==> src/rtl/counter_pkg.sv <==
// Shared constants and elaboration helpers for the parametrised counter family.
package counter_pkg;

  localparam int CNT_WRAP = 0;
  localparam int CNT_SAT  = 1;

  localparam logic DIR_UP   = 1'b0;
  localparam logic DIR_DOWN = 1'b1;

  // Number of bits needed to hold the values 0..value-1.
  function automatic int clog2(input longint unsigned value);
    longint unsigned reach;
    int bits;
    reach = 64'd1;
    bits  = 0;
    while (reach < value) begin
      reach = reach << 1;
      bits++;
    end
    return bits;
  endfunction

endpackage

==> src/rtl/updown_next.sv <==
// Next-count and overflow/underflow event logic for the up/down counter.
module updown_next
  import counter_pkg::*;
#(
  parameter int              WIDTH    = 4,
  parameter longint unsigned MAX_VAL  = (64'd1 << WIDTH) - 1,
  parameter int              SATURATE = CNT_WRAP
) (
  input  logic [WIDTH-1:0] count_i,
  input  logic             up_down_i,
  input  logic             en_i,
  output logic [WIDTH-1:0] next_o,
  output logic             ovf_o,
  output logic             udf_o
);

  localparam logic [WIDTH-1:0] MaxW   = WIDTH'(MAX_VAL);
  localparam logic [WIDTH:0]   MaxExt = (WIDTH+1)'(MAX_VAL);
  localparam logic [WIDTH:0]   OneExt = (WIDTH+1)'(1);

  logic [WIDTH:0] sumUp;
  logic [WIDTH:0] diffDown;
  logic           hitMax;
  logic           hitMin;

  // One extra bit so a non-power-of-two bound is detected instead of relying on rollover.
  assign sumUp    = {1'b0, count_i} + OneExt;
  assign diffDown = {1'b0, count_i} - OneExt;
  assign hitMax   = (sumUp > MaxExt);
  assign hitMin   = diffDown[WIDTH];

  always_comb begin
    next_o = count_i;
    ovf_o  = 1'b0;
    udf_o  = 1'b0;
    if (en_i) begin
      if (up_down_i == DIR_UP) begin
        if (hitMax) begin
          ovf_o  = 1'b1;
          next_o = (SATURATE == CNT_SAT) ? MaxW : '0;
        end else begin
          next_o = sumUp[WIDTH-1:0];
        end
      end else begin
        if (hitMin) begin
          udf_o  = 1'b1;
          next_o = (SATURATE == CNT_SAT) ? '0 : MaxW;
        end else begin
          next_o = diffDown[WIDTH-1:0];
        end
      end
    end
  end

endmodule

==> src/rtl/updown_counter_param.sv <==
// Parametrised up/down counter with load, enable, wrap/saturate and event pulses.
module updown_counter_param
  import counter_pkg::*;
#(
  parameter int              WIDTH    = 4,
  parameter longint unsigned MAX_VAL  = (64'd1 << WIDTH) - 1,
  parameter int              SATURATE = CNT_WRAP
) (
  input  logic             clk,
  input  logic             reset,
  input  logic             en,
  input  logic             up_down,
  input  logic             load,
  input  logic [WIDTH-1:0] load_val,
  output logic [WIDTH-1:0] counter,
  output logic             at_max,
  output logic             at_min,
  output logic             ovf,
  output logic             udf
);

  if (WIDTH < 1 || WIDTH > 32) begin : g_bad_width
    $error("updown_counter_param: WIDTH must be within 1..32");
  end

  if (clog2(MAX_VAL + 64'd1) > WIDTH) begin : g_bad_max
    $error("updown_counter_param: MAX_VAL does not fit in WIDTH bits");
  end

  localparam logic [WIDTH-1:0] MaxW = WIDTH'(MAX_VAL);

  logic [WIDTH-1:0] counter_q, counter_d;
  logic             ovf_q, ovf_d;
  logic             udf_q, udf_d;
  logic [WIDTH-1:0] stepNext;
  logic             stepOvf;
  logic             stepUdf;

  updown_next #(
    .WIDTH    (WIDTH),
    .MAX_VAL  (MAX_VAL),
    .SATURATE (SATURATE)
  ) u_next (
    .count_i   (counter_q),
    .up_down_i (up_down),
    .en_i      (en),
    .next_o    (stepNext),
    .ovf_o     (stepOvf),
    .udf_o     (stepUdf)
  );

  // Load wins over counting and clamps out-of-range values to the top of the range.
  always_comb begin
    counter_d = stepNext;
    ovf_d     = stepOvf;
    udf_d     = stepUdf;
    if (load) begin
      counter_d = (load_val > MaxW) ? MaxW : load_val;
      ovf_d     = 1'b0;
      udf_d     = 1'b0;
    end
  end

  always_ff @(posedge clk) begin
    if (!reset) begin
      counter_q <= '0;
      ovf_q     <= 1'b0;
      udf_q     <= 1'b0;
    end else begin
      counter_q <= counter_d;
      ovf_q     <= ovf_d;
      udf_q     <= udf_d;
    end
  end

  assign counter = counter_q;
  assign ovf     = ovf_q;
  assign udf     = udf_q;
  assign at_max  = (counter_q == MaxW);
  assign at_min  = (counter_q == '0);

endmodule

==> config.mk <==
export PLATFORM = sky130hd
export DESIGN_NAME = updown_counter_param
export DESIGN_NICKNAME = d
export VERILOG_FILES = /design/src/rtl/counter_pkg.sv /design/src/rtl/updown_next.sv /design/src/rtl/updown_counter_param.sv
export SDC_FILE = /design/constraint.sdc
export NUM_CORES = 1
export LEC_CHECK = 0
export CORE_MARGIN = 1.5
export CORE_UTILIZATION = 38
export DETAILED_ROUTE_END_ITERATION = 10
export HOLD_SLACK_MARGIN = 0.12
export PLACE_DENSITY_LB_ADDON = 0.15
export RECOVER_POWER = 50
export SYNTH_ARGS = -nofsm -noshare
export SYNTH_HDL_FRONTEND = slang
export SYNTH_HIERARCHICAL = 1
export SYNTH_SLANG_ARGS = --single-unit
==> constraint.sdc <==
create_clock -name clk -period 1.9 [get_ports clk]
set_input_delay 0.475 -clock clk [delete_from_list [all_inputs] [get_ports clk]]
set_output_delay 0.475 -clock clk [all_outputs]
set_load 0.01 [all_outputs]
Word level (Yosys, flattened, before mapping) --
Index checks and enable logic that the tools add are counted.
Word-level totals: bits in registers 6, bits of input ports 9, output and inout port bits 8, word-level logic and storage cells 23
Operators by class: add/sub/neg operators 2, order comparisons 2, equal/unequal tests 1, mux-type cells 8, bitwise logic cells 3, reduce and logical (&&, ||, !) cells 4
Operator list (count):
- $mux 4 | 6
- $reduce_or 4->1 | 2
- $add 4x1->5 const B | 1
- $gt 5x4->1 const B | 1
- $sub 4x1->5 const B | 1
- $eq 4x4->1 const B | 1
- $gt 4x4->1 const B | 1
- $logic_not 4->1 | 1
- $not 1->1 | 3
- $mux 1 | 2
- $reduce_bool 2->1 | 1

Logic depth before layout (Yosys ltp) --
Gate-level depths: netlist of the first run.
word-level depth 6, mapped depth 8, mapped depth without buffers 8

Cells and area by module --
The synthesis of the first run kept the hierarchy.
By module, submodules not included:
- updown_next | times used 1, cells each 39, area an instance 270.3 µm²
- updown_counter_param | times used 1, cells each 19, area an instance 231.5 µm²

Worst setup path after synthesis of the first run --
No wires, ideal clock.
kind register to register, from register counter_q[0], in the netlist counter[0], to register counter_q[0], in the netlist counter[0], arrival time 1860 ps, data required time 1784 ps, setup slack -76 ps, stages on the path, launching flop included 9, buffers on the path 0, clock period less this slack 1976 ps, path through dfxtp_1 inv_1 ha_1 nor3b_2 maj3_2 a21oi_1 a211o_2 mux2i_1 nor2b_1
Between the ends: word-level cells in the longest chain between the ends 6, elaborated cells between the ends (all ways) 8
RTL lines:
- start: declaration | line updown_counter_param.sv:32 | logic [WIDTH-1:0] counter_q, counter_d;
- start signal: assignment | line updown_counter_param.sv:70 | counter_q <= counter_d;
- $add 4x1->5 | line updown_next.sv:27 | assign sumUp = {1'b0, count_i} + OneExt;
- $gt 5x4->1 | line updown_next.sv:29 | assign hitMax = (sumUp > MaxExt);
- $mux 4 | line updown_next.sv:38 | if (hitMax) begin
- $mux 4 * | line updown_next.sv:37 | if (up_down_i == DIR_UP) begin
- $mux 4 * | line updown_next.sv:36 | if (en_i) begin
- named net stepNext[0] | line updown_counter_param.sv:35 | logic [WIDTH-1:0] stepNext;
- $mux 4 * | line updown_counter_param.sv:57 | if (load) begin
Mark *: on every way through the listed nets, which the timed path passes. The rest lies on a longest branch. The select of a mux whose other input is x is not followed. A chain may end at the register's enable or synchronous reset.

Final worst setup path of the first run --
from register counter_q[3], in the netlist counter[3], to output counter[3]
RTL lines:
- end: declaration | line updown_counter_param.sv:15 | output logic [WIDTH-1:0] counter,
No word-level cell between the ends.

==> metrics.md, run 1 <==
| Metric | Value |
|---|---|
| Final WS setup | `71.4 ps` |
| Dpl ws | `0.798 ps` |
| Arr. time, crit path | `1350 ps` |
| Buffers on Ports | `16` |
| CP required | `1420 ps` |
| First DRT Iteration DRCs | `12` |
| Final WL | `1270 um` |
| Final Hold Violating Endpoints | `0` |
| Flops & latches, synth | `6` |
| Gr ovfl total | `0` |
| Area grow syn2layout | `56.1%` |
| Buffers plus inverters on the worst setup path | `2` |
| RSZ-0062 raised after global routing | `false` |
| DP Cell Count | `95` |
| Top cells by area, synth | `dfxtp_1 (24%), mux2i_1 (8.0%), ha_1 (7.5%)` |
| Final non-filler cell total | `99` |
| Post-Syn Instances | `58` |
| Post-synthesis cell type with the largest combined area | `dfxtp_1` |
| R2R depth | `8` |
| Crit path from | `counter[3]$_SDFF_PN0_` |
| Synth unique cells | `29` |
| Largest fanout on the critical path | `12` |
| CTS H-tree lvls | `1` |
| Worst IR Drop VDD | `0.386 mV` |
| Multi-input gate area | `368 sq um` |
| Crit-path max cell delay | `540 ps` |
| Final worst path period need | `1830 ps` |
| Hold worst-path end | `counter[1]$_SDFF_PN0_` |
| Number of synthesis warnings | `6` |
| Worst R2R Start | `counter[1]$_SDFF_PN0_` |
| Dpl hpwl | `964 um` |
| Syn Nets | `70` |
| Storage cell area | `124 sq um` |
| CTS tree | `done` |
| Status | `finished clean` |
| Post-synthesis sequential area ratio | `23.9%` |
| ANT cells | `0` |
| Die area | `1550 sq um` |
| Initial antenna violation count | `0` |
| Die Y | `39.3 um` |
| Pwr Density | `577 nW/um^2` |
| CP Launch Type | `register` |
| Hold path startpoint | `counter[1]$_SDFF_PN0_` |
| Clk Latency, worst-skew pair | `250 ps` |
| GRT Util Overall | `20.6%` |
| Share of the synthesized area in the top cell type | `23.9%` |
| GPL Wtd Cong | `0.896` |
| Drt wl/cell | `12.8 um` |
| Floorplan Core Area | `1170 sq um` |
| Fin. max-slew vios | `0` |
| Proportion of layout cells with a drive suffix above 1 | `32.9%` |
| Synth async-reset ratio | `0%` |
| Leak | `0.000357 uW` |
| First-pass GRT wire length | `2030 um` |
| Post-synthesis instance area | `502 sq um` |
| Nets | `99` |
| Setup crit end kind | `output port` |
| Syn avg cell area | `8.65 sq um` |
| Hold Crit Class | `reg -> reg` |
| Io pins | `17` |
| Total CTS buffers | `3` |
| Period utilisation layout | `96.2%` |
| R2R setup slack | `130 ps` |
| Worst-Margin Slew | `271 ps` |
| Reg2Reg Capture Point | `counter[0]$_SDFF_PN0_` |
| Top FF cell, synth | `dfxtp_1` |
| Max-slew headroom | `81.7%` |
| Fin Clk Skew | `3.68 ps` |
| Clk slew on worst S/H paths | `50 ps` |
| Die W | `39.3 um` |
| Initial DRT Pass Iterations | `4` |
| Worst hold margin | `697 ps` |
| Final setup vio count | `0` |
| Setup tns final | `0 ps` |
| Row count | `12` |
| Initial core utilization | `42.8%` |
| DRC viols | `0` |
| Via/cell ratio | `5.52` |
| Synth cell count leaders | `dfxtp_1 (6), inv_1 (5), mux2i_1 (4), nor2b_1 (4), o21ai_0 (4)` |
| Family with the most delay on the worst path | `buffers and inverters` |
| Most common cell in the netlist | `dfxtp_1` |
| Maximum clock frequency | `547 MHz` |
| Fillers | `102` |
| Post-synth EDFFs | `0` |
| Vias in the first global route | `447` |
| Via count | `546` |
| Cts hold-fix bufs | `0` |
| Hold path cells | `4` |
| Antenna-violating nets left | `0` |
| Worst-path cell chain | `buf_4 > clkdlybuf4s50_1` |
| Maximum clock path buffer count | `2` |
| Largest net degree at the start of global routing | `13` |
| Clock sink total | `6` |
| Slowest cell on crit path | `clkdlybuf4s50_1` |
| Worst setup path class | `reg -> out` |
| CTS Root Cell | `clkbuf_4` |
| Max-cap violation count | `0` |
==> routing by layer <==
layer	global-route usage [%]	vias up	routed length, um
li1	-	271	-
met1	27.7	252	587
met2	28.7	23	583
met3	10.2	0	100
met4	5.17	0	0
met5	0	-	0
==> power breakdown <==
part / switching, uW / internal, uW / total, uW
sequential: 7.36 / 136 / 143
combinational: 80.9 / 105 / 186
clock: 50.9 / 71.8 / 123
total: 139 / 312 / 452
==> sequential cells by signal, indices dropped and copies added, names as in the netlist <==
| signal | cells |
|---|---|
| counter | 4 |
| udf | 1 |
| ovf | 1 |
==> cell usage in the layout (no fill, tap or decap), types with 3 or more instances in the layout <==
cell and instances:
nor3_1 3, dfxtp_2 3, inv_1 3, dfxtp_1 3, clkdlybuf4s50_1 9, dlygate4sd3_1 5, nor2b_1 4, o21ai_0 4
nor2_1 3, buf_4 10, clkbuf_4 3, mux2i_1 4
==> metrics by stage <==
stage | utilization, % | total power [uW] | area (sq um)
after detailed placement | 62.5 | 317 | 732
after global placement | 62.5 | 316 | 732
final | 66.9 | 452 | 783
after CTS | 64.3 | 441 | 753
after global routing | 66.9 | 484 | 783
after floorplan | - | 233 | 503
==> how the worst max path moves through the flow <==
stage          depth (start not counted)                     to
2_1_floorplan                          8  counter[0]$_SDFF_PN0_
3_3_place_gp                           6  counter[3]$_SDFF_PN0_
3_5_place_dp                           5  counter[3]$_SDFF_PN0_
4_1_cts                                8  counter[0]$_SDFF_PN0_
5_1_grt                                8  counter[0]$_SDFF_PN0_
6_report                               2             counter[3]
==> what timing repair did <==
item / in CTS / in global routing
setup endpoints to repair: 2 / 2
resized for setup: 3 / 6
pin swaps: 0 / 2
endpoints found under the hold margin: 0 / 0
buffers inserted: 0 / 1
==> cells by family after synthesis <==
kind of cell | after synthesis | synth area share (%)
multiplexers | 4 | 7.98
flip-flops | 6 | 23.9
AO/OA/AOI/OAI | 12 | 17.5
buffers and inverters | 7 | 6.98
adder cells (fa/ha/maj) | 4 | 9.73
AND/OR/NAND/NOR | 25 | 33.9
==> layout make-up <==
class,instances,share of cell area [%]
Tap cell,14,2.24
Timing Repair Buffer,26,29.7
Inverter,5,2.40
Sequential cell,6,15.8
Multi-Input combinational cell,45,47.0
Clock buffer,3,2.88
==> tightest hold or removal path, cell delays in order (launching register included) <==
cell and delay (ps):
dfxtp_2 320, inv_2 80, a2bb2oi_1 70, mux2i_1 130
nor2b_1 60
(Power assumes the default switching activity.)
==> inputs of run 2 (changes only) <==
--- a/config.mk
+++ b/config.mk
@@ -8,6 +8,7 @@
 export CORE_MARGIN = 1.5
 export CORE_UTILIZATION = 38
 export DETAILED_ROUTE_END_ITERATION = 10
+export GPL_ROUTABILITY_DRIVEN = 0
 export HOLD_SLACK_MARGIN = 0.12
 export PLACE_DENSITY_LB_ADDON = 0.15
 export RECOVER_POWER = 50
==> results of run 2 <==
No change in the layout: final DEF, timing and power equal those of run 1.
==> inputs of run 3 (changes only) <==
==> constraint.sdc (replaced) <==
create_clock -name clk -period 1.6 [get_ports clk]
set_input_delay 0.4 -clock clk [delete_from_list [all_inputs] [get_ports clk]]
set_output_delay 0.4 -clock clk [all_outputs]
set_load 0.01 [all_outputs]
==> metrics.md, run 3 (synthesized netlist as in run 1, its figures left out) <==
| Metric | Value |
|---|---|
| Fillers | `95 (-6.9%)` |
| Final instance area | `831 sq um (+6.1%)` |
| Initial core utilization | `42.8% (unchanged)` |
| Final Hold Violating Endpoints | `0 (unchanged)` |
| Clock sink total | `6 (unchanged)` |
| Die area | `1550 sq um (unchanged)` |
| Final worst path period need | `1790 ps` |
| Worst IR Drop VDD | `0.448 mV (+16%)` |
| CP Launch Type | `register` |
| Area grow syn2layout | `65.6%` |
| Worst-path cell chain | `inv_4 > ha_4 > nor3b_4 > maj3_2 > a21oi_2 > a211o_2 > mux2i_1 > nor2b_1` |
| Status | `finished, violations left` |
| Final WL | `1410 um (+11%)` |
| Largest fanout on the critical path | `3 (-9)` |
| Storage cell area | `129 sq um (+4.0%)` |
| Via/cell ratio | `5.56 (+0.79%)` |
| Worst R2R Start | `counter[1]$_SDFF_PN0_` |
| Drt wl/cell | `13.8 um (+7.4%)` |
| Hold path startpoint | `load_val[3]` |
| Largest register FFs | `4 (unchanged)` |
| Max-cap violation count | `0 (unchanged)` |
| Total CTS buffers | `3 (unchanged)` |
| Cts hold-fix bufs | `0 (unchanged)` |
| Period utilisation layout | `112%` |
| Most common cell after layout, fill and taps aside | `buf_4` |
| First DRT Iteration DRCs | `21 (+9)` |
| Clk Latency, worst-skew pair | `250 ps (about the same)` |
| Antenna-violating nets left | `0 (unchanged)` |
| Crit path from | `counter[1]$_SDFF_PN0_` |
| Io pins | `17 (unchanged)` |
| RSZ-0062 raised after global routing | `true` |
| Pwr Density | `662 nW/um^2 (+15%)` |
| Initial DRT Pass Iterations | `4 (unchanged)` |
| Setup tns final | `-467 ps (-467 ps)` |
| DRC viols | `0 (unchanged)` |
| Crit-path max cell delay | `370 ps (-170 ps)` |
| CP required | `1730 ps (+310 ps)` |
| Die W | `39.3 um (unchanged)` |
| Slowest cell on crit path | `dfxtp_4` |
| Vias in the first global route | `485 (+8.5%)` |
| Arr. time, crit path | `1930 ps (+580 ps)` |
| CTS Root Cell | `clkbuf_4` |
| Fin Clk Skew | `7.23 ps (+3.55 ps)` |
| Largest net degree at the start of global routing | `12 (-1)` |
| Row count | `12 (unchanged)` |
| Worst setup path class | `reg -> reg` |
| Buffers on Ports | `16 (unchanged)` |
| Max-slew headroom | `80.3% (-1.4 points)` |
| Failing checks | `negative setup slack` |
| First-pass GRT wire length | `2140 um (+5.5%)` |
| Via count | `567 (+3.8%)` |
| Worst-Margin Slew | `294 ps (+23.9 ps)` |
| Leak | `0.000374 uW (+4.9%)` |
| Nets | `102 (+3.0%)` |
| Total chip power | `550 uW (+22%)` |
| Maximum clock path buffer count | `2 (unchanged)` |
| GRT Util Overall | `21.4% (+0.74 points)` |
| Dpl hpwl | `978 um (+1.5%)` |
| ANT cells | `0 (unchanged)` |
| Die Y | `39.3 um (unchanged)` |
| Hold Crit Class | `in -> reg` |
| Most frequent cells in the layout | `buf_4 (12), clkdlybuf4s50_1 (9), mux2i_1 (4), nor2b_1 (4), o21ai_0 (4)` |
| Maximum clock frequency | `558 MHz` |
| CTS H-tree lvls | `1 (unchanged)` |
| Clk slew on worst S/H paths | `50 ps (about the same)` |
| Initial antenna violation count | `0 (unchanged)` |
| Setup crit end kind | `register` |
| Final WS setup | `-192 ps (-264 ps)` |
| CTS tree | `done` |
| Gr ovfl total | `0 (unchanged)` |
| Final setup vio count | `3 (+3)` |
| Placed cell areas | `751 sq um (+2.6%)` |
| Floorplan Core Area | `1170 sq um (unchanged)` |
| Proportion of layout cells with a drive suffix above 1 | `40.9% (+8.0 points)` |
| Multi-input gate area | `389 sq um (+5.8%)` |
| Fin. max-slew vios | `0 (unchanged)` |
[run 3: layer usage]
| metal | track usage (%) | vias up | wire, um |
|---|---|---|---|
| met5 | 0 | - | 0 |
| met4 | 8.62 | 0 | 23 |
| met3 | 9.09 | 2 | 109 |
| met2 | 32.1 | 31 | 666 |
| met1 | 26.5 | 256 | 607 |
| li1 | - | 278 | - |
[run 3: area by class of cell]
| class | instances | share of cell area, % |
|---|---|---|
| multi-input combinational | 45 | 46.8 |
| timing repair buffer | 29 | 30.0 |
| sequential | 6 | 15.5 |
| inverter | 5 | 2.86 |
| clock buffer | 3 | 2.71 |
| tap | 14 | 2.11 |
[run 3: metrics by stage]
step / setup slack, ps / instances / util, % / hold WS (ps)
after floorplan: -140 / 58 / - / 527
after CTS: -154 / 100 / 69.2 / 770
after global routing: -292 / 102 / 70.9 / 784
final: -192 / 102 / 70.9 / 777
after global placement: -204 / 95 / 64.1 / 809
after detailed placement: -224 / 95 / 64.1 / 828
[run 3: power by group]
part,switching (uW),internal (uW)
clock network,57.8,85.0
logic,103,132
registers,11.6,160
[run 3: what timing repair did]
item,in CTS,in global routing
buffers inserted,2,2
pin swaps,4,4
endpoints found under the setup margin,9,7
gates resized for setup,16,5
[run 3: worst paths after layout]
path,endpoint,depth (start not counted),slack (ps)
worst min register to register,counter[2]$_SDFF_PN0_,5,800
worst max register to register,counter[0]$_SDFF_PN0_,8,-190
worst min-delay path,counter[3]$_SDFF_PN0_,3,780
worst max-delay path,counter[0]$_SDFF_PN0_,8,-190
[run 3: worst max-delay path, delay by kind of cell, from the launching register on]
kind	cells	cell delay, ps
DFF	1	370
buffers and inverters	1	40
adders and majority gates	2	520
muxes	1	130
and+or+nand+nor	2	250
AOI/OAI and AO/OA	2	360
